## config.mk

```make
export PLATFORM = sky130hd
export DESIGN_NAME = freq_meas_scheduler
export DESIGN_NICKNAME = d
export VERILOG_FILES = /design/src/rtl/freq_meas_scheduler.sv
export SDC_FILE = /design/constraint.sdc
export NUM_CORES = 1
export LEC_CHECK = 0
export BUFFER_PORTS_ARGS = -buffer_cell sky130_fd_sc_hd__buf_2
export CAP_MARGIN = 10
export CORE_UTILIZATION = 52
export DETAILED_ROUTE_END_ITERATION = 12
export PLACE_DENSITY = 0.7
export SLEW_MARGIN = 10
export SYNTH_ARGS = -nofsm -noshare
export SYNTH_HDL_FRONTEND = slang
export SYNTH_SLANG_ARGS = --single-unit
```

## constraint.sdc

```tcl
create_clock -name clk_fs -period 5.6 [get_ports clk_fs]
set_input_delay 0.28 -clock clk_fs [delete_from_list [all_inputs] [get_ports clk_fs]]
set_output_delay 0.28 -clock clk_fs [all_outputs]
set_load 0.03 [all_outputs]
```

## src/rtl/freq_meas_scheduler.sv

```systemverilog
// Time-shares one frequency counter core across NCH measured clocks on the clk_fs domain.
// Optional FMS_STABLE_CHECK_EN: double-sample fre and retry the window on mismatch.
module freq_meas_scheduler #(
    parameter int unsigned NCH        = 4,
    parameter int unsigned SETTLE_CYC = 8,
    parameter int unsigned MEAS_CYC   = 50000,
    parameter int unsigned STABLE_CYC = 16,
    parameter int unsigned MAX_RETRY  = 2
) (
    input  logic                   clk_fs,
    input  logic                   rst_n,
    input  logic                   run_en,
    input  logic [NCH-1:0]         ch_en,
    input  logic [63:0]            core_fre,
    output logic                   core_rst_n,
    output logic [$clog2(NCH)-1:0] ch_sel,
    output logic                   busy,
    output logic                   res_valid,
    output logic [$clog2(NCH)-1:0] res_ch,
    output logic [63:0]            res_fre,
    output logic                   res_err,
    input  logic [$clog2(NCH)-1:0] rd_ch,
    output logic [63:0]            rd_fre
);

    localparam int unsigned CW = $clog2(NCH);
    localparam logic [31:0] SETTLE_LD = 32'(SETTLE_CYC - 1);
    localparam logic [31:0] MEAS_LD   = 32'(MEAS_CYC - 1);

    if (NCH < 2 || NCH > 16 || SETTLE_CYC == 0 || MEAS_CYC == 0 ||
        STABLE_CYC == 0 || MAX_RETRY > 255) begin : g_bad_cfg
        $error("freq_meas_scheduler: unsupported parameter set");
    end

    typedef enum logic [2:0] {
        S_IDLE, S_SEL, S_SETTLE, S_MEAS, S_CAPT, S_STAB, S_NEXT
    } state_t;

    state_t          r_state, w_state_nxt;
    logic [31:0]     r_cnt, w_cnt_nxt;
    logic [CW-1:0]   r_ptr, w_ptr_nxt;
    logic            r_first, w_first_nxt;
    logic [CW-1:0]   r_ch_sel, w_ch_sel_nxt;
    logic            r_core_rst_n, w_core_rst_n_nxt;
    logic            r_busy, w_busy_nxt;
    logic            r_res_valid, w_res_valid_nxt;
    logic [CW-1:0]   r_res_ch, w_res_ch_nxt;
    logic [63:0]     r_res_fre, w_res_fre_nxt;
    logic            r_res_err, w_res_err_nxt;
    logic            w_pub;
    logic [63:0]     r_fre_mem [NCH];

    logic [CW-1:0]   w_start, w_idx, w_pick;
    logic            w_found;

`ifdef FMS_STABLE_CHECK_EN
    localparam logic [31:0] STABLE_LD = 32'(STABLE_CYC - 1);
    logic [63:0]     r_samp_a, w_samp_a_nxt;
    logic [7:0]      r_retry, w_retry_nxt;
`endif

    // Round-robin pick: first enabled channel at or after ptr+1 (channel 0 after reset)
    always_comb begin
        w_found = 1'b0;
        w_pick  = '0;
        w_idx   = '0;
        w_start = '0;
        if (!r_first && (32'(r_ptr) != NCH - 1)) begin
            w_start = CW'(r_ptr + CW'(1));
        end
        for (int unsigned i = 0; i < NCH; i++) begin
            w_idx = CW'((32'(w_start) + i) % NCH);
            if (!w_found && ch_en[w_idx]) begin
                w_found = 1'b1;
                w_pick  = w_idx;
            end
        end
    end

    always_comb begin
        w_state_nxt     = r_state;
        w_cnt_nxt       = r_cnt;
        w_ptr_nxt       = r_ptr;
        w_first_nxt     = r_first;
        w_ch_sel_nxt    = r_ch_sel;
        w_res_valid_nxt = 1'b0;
        w_res_ch_nxt    = r_res_ch;
        w_res_fre_nxt   = r_res_fre;
        w_res_err_nxt   = r_res_err;
        w_pub           = 1'b0;
`ifdef FMS_STABLE_CHECK_EN
        w_samp_a_nxt    = r_samp_a;
        w_retry_nxt     = r_retry;
`endif
        case (r_state)
            S_IDLE: begin
                if (run_en && (|ch_en)) w_state_nxt = S_SEL;
            end
            S_SEL: begin
                if (w_found) begin
                    w_ch_sel_nxt = w_pick;
                    w_cnt_nxt    = SETTLE_LD;
                    w_state_nxt  = S_SETTLE;
`ifdef FMS_STABLE_CHECK_EN
                    w_retry_nxt  = '0;
`endif
                end else begin
                    w_state_nxt = S_IDLE;
                end
            end
            S_SETTLE: begin
                if (r_cnt == '0) begin
                    w_cnt_nxt   = MEAS_LD;
                    w_state_nxt = S_MEAS;
                end else begin
                    w_cnt_nxt = r_cnt - 32'd1;
                end
            end
            S_MEAS: begin
                if (r_cnt == '0) w_state_nxt = S_CAPT;
                else             w_cnt_nxt   = r_cnt - 32'd1;
            end
            S_CAPT: begin
`ifdef FMS_STABLE_CHECK_EN
                w_samp_a_nxt = core_fre;
                w_cnt_nxt    = STABLE_LD;
                w_state_nxt  = S_STAB;
`else
                w_pub         = 1'b1;
                w_res_fre_nxt = core_fre;
                w_res_err_nxt = 1'b0;
                w_state_nxt   = S_NEXT;
`endif
            end
            S_STAB: begin
`ifdef FMS_STABLE_CHECK_EN
                // Sample B: publish when stable, else rerun the window while retries remain
                if (r_cnt != '0) begin
                    w_cnt_nxt = r_cnt - 32'd1;
                end else if (core_fre == r_samp_a) begin
                    w_pub         = 1'b1;
                    w_res_fre_nxt = r_samp_a;
                    w_res_err_nxt = 1'b0;
                    w_state_nxt   = S_NEXT;
                end else if (r_retry < 8'(MAX_RETRY)) begin
                    w_retry_nxt = r_retry + 8'd1;
                    w_cnt_nxt   = MEAS_LD;
                    w_state_nxt = S_MEAS;
                end else begin
                    w_pub         = 1'b1;
                    w_res_fre_nxt = core_fre;
                    w_res_err_nxt = 1'b1;
                    w_state_nxt   = S_NEXT;
                end
`else
                w_state_nxt = S_IDLE;
`endif
            end
            S_NEXT: begin
                w_ptr_nxt   = r_ch_sel;
                w_first_nxt = 1'b0;
                w_state_nxt = (run_en && (|ch_en)) ? S_SEL : S_IDLE;
            end
            default: w_state_nxt = S_IDLE;
        endcase

        if (w_pub) begin
            w_res_valid_nxt = 1'b1;
            w_res_ch_nxt    = r_ch_sel;
        end

        w_core_rst_n_nxt = (w_state_nxt == S_MEAS) || (w_state_nxt == S_CAPT) ||
                           (w_state_nxt == S_STAB);
        w_busy_nxt       = (w_state_nxt != S_IDLE);
    end

    always_ff @(posedge clk_fs or negedge rst_n) begin
        if (!rst_n) r_state <= S_IDLE;
        else        r_state <= w_state_nxt;
    end

    always_ff @(posedge clk_fs or negedge rst_n) begin
        if (!rst_n) begin
            r_cnt        <= '0;
            r_ptr        <= '0;
            r_first      <= 1'b1;
            r_ch_sel     <= '0;
            r_core_rst_n <= 1'b0;
            r_busy       <= 1'b0;
            r_res_valid  <= 1'b0;
            r_res_ch     <= '0;
            r_res_fre    <= '0;
            r_res_err    <= 1'b0;
            for (int unsigned i = 0; i < NCH; i++) r_fre_mem[i] <= '0;
`ifdef FMS_STABLE_CHECK_EN
            r_samp_a     <= '0;
            r_retry      <= '0;
`endif
        end else begin
            r_cnt        <= w_cnt_nxt;
            r_ptr        <= w_ptr_nxt;
            r_first      <= w_first_nxt;
            r_ch_sel     <= w_ch_sel_nxt;
            r_core_rst_n <= w_core_rst_n_nxt;
            r_busy       <= w_busy_nxt;
            r_res_valid  <= w_res_valid_nxt;
            r_res_ch     <= w_res_ch_nxt;
            r_res_fre    <= w_res_fre_nxt;
            r_res_err    <= w_res_err_nxt;
            if (w_pub) r_fre_mem[r_ch_sel] <= w_res_fre_nxt;
`ifdef FMS_STABLE_CHECK_EN
            r_samp_a     <= w_samp_a_nxt;
            r_retry      <= w_retry_nxt;
`endif
        end
    end

    assign core_rst_n = r_core_rst_n;
    assign ch_sel     = r_ch_sel;
    assign busy       = r_busy;
    assign res_valid  = r_res_valid;
    assign res_ch     = r_res_ch;
    assign res_fre    = r_res_fre;
    assign res_err    = r_res_err;
    assign rd_fre     = (32'(rd_ch) < NCH) ? r_fre_mem[rd_ch] : '0;

endmodule
```

==> results of run 1 <==
==> repair_timing <==
item | CTS | global route
hold buffers | 3 | 0
setup endpoints to repair | 0 | 0
endpoints found under the hold margin | 88 | 0
==> path summary, 6_finish.rpt <==
check / cells past startpoint / start / slack [ns] / end
hold reg to reg: 2 / res_fre[18]$_DFF_PN0_ / 0.47 / res_fre[18]$_DFF_PN0_
max in group asynchronous: 3 / rst_n / 3.99 / r_fre_mem[225]$_DFFE_PN0P_
min in group asynchronous: 2 / rst_n / 0.38 / res_ch[0]$_DFFE_PN0P_
setup reg to reg: 7 / r_state[0]$_DFF_PN0_ / 2.41 / r_fre_mem[41]$_DFFE_PN0P_
setup / recovery: 7 / r_state[0]$_DFF_PN0_ / 2.41 / r_fre_mem[41]$_DFFE_PN0P_
hold / removal: 3 / core_fre[17] / 0.02 / res_fre[17]$_DFF_PN0_
==> Yosys cell counts (all sizes together) (2+ instances only) <==
library cell / n
nor3: 12
nor2: 47
buf: 25
mux2: 258
inv: 5
xor2: 10
nand2b: 3
nand3b: 2
a211o: 2
dfrtp: 364
ha: 3
nor2b: 4
xnor2: 12
a31oi: 3
o22ai: 3
or3: 6
mux2i: 5
mux4: 64
and3: 3
nand4b: 3
a211oi: 3
o31ai: 5
o21ai: 11
nor4: 9
nand3: 15
nor3b: 2
or2: 5
nand4: 13
and2: 2
a21oi: 11
or4: 3
nand2: 217
clkbuf: 44
==> placed cells by master, fill, tap and decap left out, types with 3 or more instances in the layout <==
cell / n
mux4_2: 64
nor3_1: 11
and3_1: 3
nor2b_1: 4
clkbuf_8: 11
clkinv_2: 7
mux2i_1: 5
a21oi_1: 10
nand4b_1: 3
ha_1: 3
xor2_1: 10
nor4_1: 9
o31ai_1: 4
clkbuf_1: 7
xnor2_1: 12
a211oi_1: 3
buf_2: 205
buf_4: 12
mux2_2: 258
nand2_1: 216
o21ai_0: 11
inv_1: 4
nand3_1: 14
nand4_1: 13
or3_1: 5
nand2b_1: 3
a31oi_1: 3
dfrtp_1: 364
dlygate4sd3_1: 3
or2_2: 4
nor2_1: 46
clkbuf_16: 39
o22ai_1: 3
==> routing by layer <==
metal / share of wire (%) / vias up / track usage (%)
met5: 0.047 / - / 0
met4: 1.6 / 4 / 5.21
met3: 4.7 / 53 / 4.42
met2: 48 / 209 / 36.0
met1: 46 / 5262 / 32.8
li1: - / 4591 / -
==> cell type report <==
cell class              count  area, um^2
flip-flops and latches    365        9140
inverters                   5        18.8
clock inverters            12         119
fillers                  2342       11300
well taps                 390         488
clock buffers              57        1150
multi-input cells         746        6480
repair buffers            223        1200
==> logic make-up after synthesis <==
| kind of cell | after synthesis |
|---|---|
| flops | 365 |
| simple gates | 350 |
| mux | 327 |
| buf+inv | 74 |
| compound gates | 43 |
| xor+xnor | 22 |
| fa+ha+maj | 3 |
| other cells | 1 |
==> power groups by stage <==
stage	Combinational, mW	Sequential, mW	Clock [mW]
2_1_floorplan	0.657	2.96	0
3_3_place_gp	0.941	2.99	0
3_5_place_dp	0.955	3.00	0
4_1_cts	0.963	2.95	2.59
5_1_grt	1.07	2.97	2.70
6_report	0.959	2.95	2.54
==> sequential cells by signal, summed over array words and instances, names as in the netlist <==
register	cells
busy	1
ch_sel	2
core_rst_n	1
r_cnt	32
r_first	1
r_fre_mem	256
r_ptr	2
r_state	3
res_ch	2
res_fre	64
res_valid	1
==> metrics by stage <==
step                std cells  hold WS [ns]  instance area (um^2)  utilization (%)
floorplan                1185       -0.0156                 15900                -
global placement         1726         0.337                 17300             57.9
detailed placement       1726         0.346                 17300             57.9
CTS                      1798       0.00111                 18600             62.3
global route             1798        0.0157                 18600             62.3
finish                   1798        0.0165                 18600             62.3
==> worst max-delay path, stage by stage (launching register included) <==
cell,delay [ns]
dfrtp_1,0.49
inv_1,0.21
nand3b_1,0.15
inv_2,0.08
buf_4,0.66
nand3_4,0.58
buf_4,0.52
mux2_2,0.34
==> impl_metrics.ini, run 1 <==
[outcome]
status = finished, final reports clean

[cts]
clkLatencyLatePin_ns = 0.51
tritoncts.num_buffers = 39
post_cts_buffers = 0
cts-root-buf = clkbuf_16
clk_pin_slew_ns = 0.06
numClockSinks = 365
cts_tree = done
htree_levels = 2
cts_resized = 0
clockBufferDepth = 3

[timing]
finalSetupViolCount = 0
tns_ns = 0
maxSlewHeadroom_pct = 20.9
final_hold_viol_count = 0
final.period_utilization_pct = 56.9
clock.fmax_ghz = 0.314
layout_setup_ws_ns = 2.41
finalCriticalPeriod_ns = 3.19
rsz0062_at_grt = false
worst_pin_slew_ns = 1.18
drv_slew = 0
fin_worst_skew_ns = 0.0114

[synth]
netlist_area_um2 = 15900
synthAdderAreaFrac_pct = 0.236
avgSynthCellArea_um2 = 13.4
synth_top_family_by_area = multiplexers
synth-simple-area-share_pct = 9.71
async_reset_ff_share_pct = 100
synth-edff-count = 0
synth_top_area_share_pct = 57.4
synth_fp_nets = 1261
yosys.cell_types.count = 50
synth-seq-cells = 365
netlist_instances = 1185
synth_warnings = 0
ys_seq_area_share_pct = 57.5
synth_xor_area_share_pct = 1.21
synth_mux_area_share_pct = 27.7
synth_compound_area_share_pct = 1.72
synth_top_area_cell = dfrtp_1
synth_top_flop_cell = dfrtp_1
synth.area.top_cells = dfrtp_1 (57%), mux2_2 (18%), mux4_2 (9.1%)

[grt]
grt_pass1_wl_mm = 56.3
grt_use_total_pct = 22.8
grt_pass1_vias = 10500
grt_max_degree = 150
overflow = 0
grt_antenna_before_repair = 2

[hold_path]
holdCritPathClass = input port to register

[detailed_routing]
avgViaCountPerCell = 5.63
dr_total_vias = 10100
drt_iter0_markers = 506
drt_pass1_iterations = 4
post-route-drc-count = 0
wl_per_cell_um = 19.1
antenna_left = 0
finalWirelength_mm = 34.4

[die]
coreArea_um2 = 29900
start_util_pct = 53.2
die_area_um2 = 31200
chipHeight_um = 177
die_x_um = 177
io-pin-count = 209
row_count = 63

[setup_path]
cp_data_required_time_ns = 5.99
cp-end-kind = register
worstPathArrival_ns = 3.58
critPathLaunchType = register
path_class = register to register
critPathMaxFanout = 67

[final_layout]
drive_gt1_share_pct = 44.3
fin_nets = 1456
syn2layout_area_growth_pct = 17.1
antenna_cells = 0

[run]
max_cap_viol_count = 0

[pwr]
p_leak_nw = 8.69
p_switching_mw = 1.75
p_int_mw = 4.70
switching_share_pct = 27.1
power_frac_comb_pct = 14.9
seq_power_share_pct = 45.8
power.density_nw_per_um2 = 347
pwr-share-clk_pct = 39.3
max-vdd-ir-drop_v = 0.000204
total_power_mw = 6.45

[place]
pre_cts_ws_ns = 2.41
hpwl_mm = 21.0
place.gp.congestion = 0.852
io_buffers = 207
(Power assumes the default switching activity.)
==> run 2: changes to the inputs <==
clock period = 3.2 ns   (was 5.6 ns; I/O delays follow)
==> impl_metrics.ini, run 2 (synthesized netlist as in run 1, its figures left out) <==
[cts]
clkLatencyLatePin_ns = 0.52
numClockSinks = 365
htree_levels = 2
post_cts_buffers = 0
clk_pin_slew_ns = 0.06
cts_tree = done
cts-root-buf = clkbuf_16
tritoncts.num_buffers = 40
clockBufferDepth = 3

[detailed_routing]
drt_iter0_markers = 475
topRoutingLayerUsed = met4
route.met3.wl_mm = 1.75
wl_met2_mm = 17.2
dr_total_vias = 10400
wl_per_cell_um = 18.9
post-route-drc-count = 0
wl_met1_mm = 15.9
drt_pass1_iterations = 5
finalWirelength_mm = 35.6
antenna_left = 0
avgViaCountPerCell = 5.52

[timing]
final.period_utilization_pct = 87.5
tns_ns = 0
holdWs_ns = 0.222
fin_worst_skew_ns = 0.0143
finalCriticalPeriod_ns = 2.80
finalSetupViolCount = 0
clock.fmax_ghz = 0.357
layout_setup_ws_ns = 0.401
rsz0062_at_grt = false
maxSlewHeadroom_pct = 42.1
worst_pin_slew_ns = 0.869
drv_slew = 0
final_hold_viol_count = 0

[grt]
grt_pass1_wl_mm = 58.5
grt_max_degree = 104
grt_use_total_pct = 23.7
grt_pass1_vias = 10900
grt_antenna_before_repair = 0
overflow = 0

[setup_path]
cp-end-kind = register
cp_data_required_time_ns = 3.64
critPathMaxFanout = 12
path_class = register to register
worstPathArrival_ns = 3.24
critPathLaunchType = register

[final_layout]
layout_common_cells = dfrtp_1 (364), mux2_2 (258), nand2_1 (216), buf_2 (205), dlygate4sd3_1 (66)
layout_commonest_cell = dfrtp_1
final_util_pct = 65.1
syn2layout_area_growth_pct = 22.4
drive_gt1_share_pct = 43.0
design_area_um2 = 19400
antenna_cells = 0
fin_nets = 1539
stdcell_count = 1881
largest_register_ffs = 256
regMostFlops = r_fre_mem

[pwr]
total_power_mw = 11.4
max-vdd-ir-drop_v = 0.000601
power.density_nw_per_um2 = 586
p_leak_nw = 9.08

[place]
pre_cts_ws_ns = 0.468
post-place-cells = 1745
dpl_cell_area_um2 = 17500
place.gp.congestion = 0.806
io_buffers = 207
hpwl_mm = 22.2

[die]
row_count = 63
start_util_pct = 53.2
chipHeight_um = 177
die_x_um = 177
coreArea_um2 = 29900
io-pin-count = 209
die_area_um2 = 31200

[outcome]
status = finished, final reports clean

[run]
max_cap_viol_count = 0

[hold_path]
holdCritPathClass = input port to register
-- run 2: metal layers --
| metal | vias to the layer above | global-route usage, % |
|---|---|---|
| li1 | 4762 | - |
| met1 | 5347 | 32.4 |
| met2 | 213 | 39.2 |
| met3 | 61 | 4.34 |
| met4 | 0 | 6.43 |
| met5 | - | 0 |
-- run 2: final cells by class --
class | count | area, um^2
clock buffers | 59 | 1170
clock inverters | 11 | 86.3
fillers | 2135 | 10400
inverters | 5 | 18.8
multi-input cells | 746 | 6480
flip-flops and latches | 365 | 9140
well taps | 390 | 488
repair buffers | 305 | 2060
-- run 2: power by group --
group	internal [mW]	switching (mW)	leakage, nW
Sequential	4.89	0.270	4.43
Clock	2.62	1.77	0.630
Combinational	0.775	1.07	4.03
Total	8.28	3.11	9.08
-- run 2: worst paths after layout --
| check | startpoint | depth (start not counted) | slack [ns] | to |
|---|---|---|---|---|
| worst max-delay path | r_cnt[0]$_DFFE_PN0P_ | 8 | 0.40 | r_cnt[30]$_DFFE_PN0P_ |
| worst min-delay path | ch_en[3] | 5 | 0.22 | ch_sel[1]$_DFFE_PN0P_ |
| worst max register to register | r_cnt[0]$_DFFE_PN0P_ | 8 | 0.40 | r_cnt[30]$_DFFE_PN0P_ |
| worst min register to register | res_fre[18]$_DFF_PN0_ | 2 | 0.47 | res_fre[18]$_DFF_PN0_ |
| max in group asynchronous | rst_n | 3 | 2.01 | r_fre_mem[223]$_DFFE_PN0P_ |
| min in group asynchronous | rst_n | 2 | 0.29 | r_fre_mem[248]$_DFFE_PN0P_ |
-- run 2: critical path, cell delays in order, from the launching register on --
cell and delay, ns:
dfrtp_1 0.41, inv_1 0.09, ha_1 0.15, or4b_2 0.63
nand3b_1 0.25, or3_1 0.58, and3_1 0.28, a21bo_2 0.22
a21oi_1 0.11
-- run 2: timing repair --
item	4_1_cts	5_1_grt
endpoints found under the hold margin	418	0
hold buffers	66	0
setup endpoints to repair	0	0
gates resized for setup	0	0
==> run 3: changes to the inputs <==
==> constraint.sdc (replaced) <==
create_clock -name clk_fs -period 3.2 [get_ports clk_fs]
set_input_delay 0.32 -clock clk_fs [delete_from_list [all_inputs] [get_ports clk_fs]]
set_output_delay 0.32 -clock clk_fs [all_outputs]
set_load 0.03 [all_outputs]
==> impl_metrics.ini, run 3 (synthesized netlist as in run 1, its figures left out) <==
[outcome]
status = finished, final reports clean

[pwr]
power.density_nw_per_um2 = 609
seq_power_share_pct = 44.8
p_int_mw = 8.42
max-vdd-ir-drop_v = 0.000503
switching_share_pct = 26.9
p_switching_mw = 3.10
power_frac_comb_pct = 15.4
pwr-share-clk_pct = 39.8
p_leak_nw = 8.84
total_power_mw = 11.5

[timing]
finalCriticalPeriod_ns = 2.77
tns_ns = 0
fin_worst_skew_ns = 0.0198
finalSetupViolCount = 0
holdWs_ns = 0.0446
worst_pin_slew_ns = 0.852
final.period_utilization_pct = 86.7
maxSlewHeadroom_pct = 43.2
clock.fmax_ghz = 0.361
rsz0062_at_grt = false
drv_slew = 0
final_hold_viol_count = 0
layout_setup_ws_ns = 0.426

[setup_path]
path_class = register to register
crit_start = r_cnt[0]$_DFFE_PN0P_
cpMaxStageDelayCell = or4b_2
r2r_end = r_cnt[25]$_DFFE_PN0P_
cp_data_required_time_ns = 3.60
reg2reg_depth = 8
crit_path_max_incr_delay_ns = 0.60
timing.rr.start = r_cnt[0]$_DFFE_PN0P_
worstPathArrival_ns = 3.17
critPathLaunchType = register
cp-end-kind = register
critPathMaxFanout = 17
crit_chain = inv_1 > ha_1 > or4b_2 > or4_4 > or3_4 > nand2_1 > buf_12 > nor2_1
regToRegSetupSlack_ns = 0.43

[detailed_routing]
dr_total_vias = 10200
wl_met2_mm = 17.0
post-route-drc-count = 0
route.met3.wl_mm = 1.70
finalWirelength_mm = 35.2
wl_per_cell_um = 19.4
drt_pass1_iterations = 4
topRoutingLayerUsed = met5
antenna_left = 0
avgViaCountPerCell = 5.60
wl_met1_mm = 15.8
drt_iter0_markers = 545

[run]
max_cap_viol_count = 0

[place]
pre_cts_ws_ns = 0.458
io_buffers = 207
post-place-cells = 1745
dpl_cell_area_um2 = 17600
place.gp.congestion = 0.844
hpwl_mm = 22.2

[final_layout]
drive_gt1_share_pct = 45.0
largest_register_ffs = 256
antenna_cells = 0
fillers = 2325
multi_input_area_um2 = 6480
seqCellArea_um2 = 9140
layout_common_cells = dfrtp_1 (364), mux2_2 (258), nand2_1 (216), buf_2 (205), mux4_2 (64)
stdcell_count = 1816
regMostFlops = r_fre_mem
layout_commonest_cell = dfrtp_1
syn2layout_area_growth_pct = 19.0
design_area_um2 = 18900
fin_nets = 1473
final_util_pct = 63.3

[cts]
tritoncts.num_buffers = 39
clk_pin_slew_ns = 0.06
htree_levels = 2
cts-root-buf = clkbuf_16
clockBufferDepth = 3
clkLatencyLatePin_ns = 0.53
cts_resized = 0
numClockSinks = 365
cts_tree = done

[die]
start_util_pct = 53.2
row_count = 63
io-pin-count = 209
die_x_um = 177
chipHeight_um = 177
coreArea_um2 = 29900
die_area_um2 = 31200

[grt]
grt_use_total_pct = 23.4
grt_pass1_vias = 10600
overflow = 0
grt_max_degree = 89
grt_pass1_wl_mm = 57.5
grt_antenna_before_repair = 1

[hold_path]
hold_depth = 3
holdCritPathClass = input port to register
min_from = core_fre[21]
hold_end = res_fre[21]$_DFF_PN0_
run 3: timing repair:
item | in CTS | in global routing
hold endpoints to repair | 78 | 0
setup buffers | 0 | 0
hold buffers | 1 | 0
run 3: power groups by stage:
| stage | Clock [mW] | Sequential (mW) | Combinational (mW) |
|---|---|---|---|
| after floorplan | 0 | 5.18 | 1.15 |
| after CTS | 4.70 | 5.15 | 1.78 |
| after global routing | 4.88 | 5.19 | 1.95 |
| final | 4.59 | 5.16 | 1.77 |
| after detailed placement | 0 | 5.23 | 1.77 |
| after global placement | 0 | 5.22 | 1.74 |
run 3: area by class of cell:
cell class / instances / area share, %
clock inverters: 10 / 0.708
flip-flops and latches: 365 / 48.3
repair buffers: 240 / 7.73
inverters: 5 / 0.0993
multi-input cells: 746 / 34.3
clock buffers: 60 / 6.28
well taps: 390 / 2.58
run 3: layer usage:
| metal | vias up | GRT usage [%] |
|---|---|---|
| li1 | 4618 | - |
| met5 | - | 0 |
| met3 | 52 | 4.75 |
| met1 | 5293 | 32.6 |
| met2 | 211 | 38.0 |
| met4 | 2 | 5.60 |
run 3: how the worst max path moves through the flow:
stage                       endpoint  depth (start not counted)
2_1_floorplan   r_cnt[9]$_DFFE_PN0P_                          7
3_3_place_gp   r_cnt[25]$_DFFE_PN0P_                          8
3_5_place_dp   r_cnt[12]$_DFFE_PN0P_                          8
4_1_cts         r_cnt[7]$_DFFE_PN0P_                          8
5_1_grt        r_cnt[24]$_DFFE_PN0P_                          8
6_report       r_cnt[25]$_DFFE_PN0P_                          8
run 3: worst max-delay path, delay by kind of cell (launching register included):
family | cells | cell delay, ns
buffers and inverters | 2 | 0.29
AND/OR/NAND/NOR | 5 | 1.80
adder cells (fa/ha/maj) | 1 | 0.15
flip-flops | 1 | 0.42
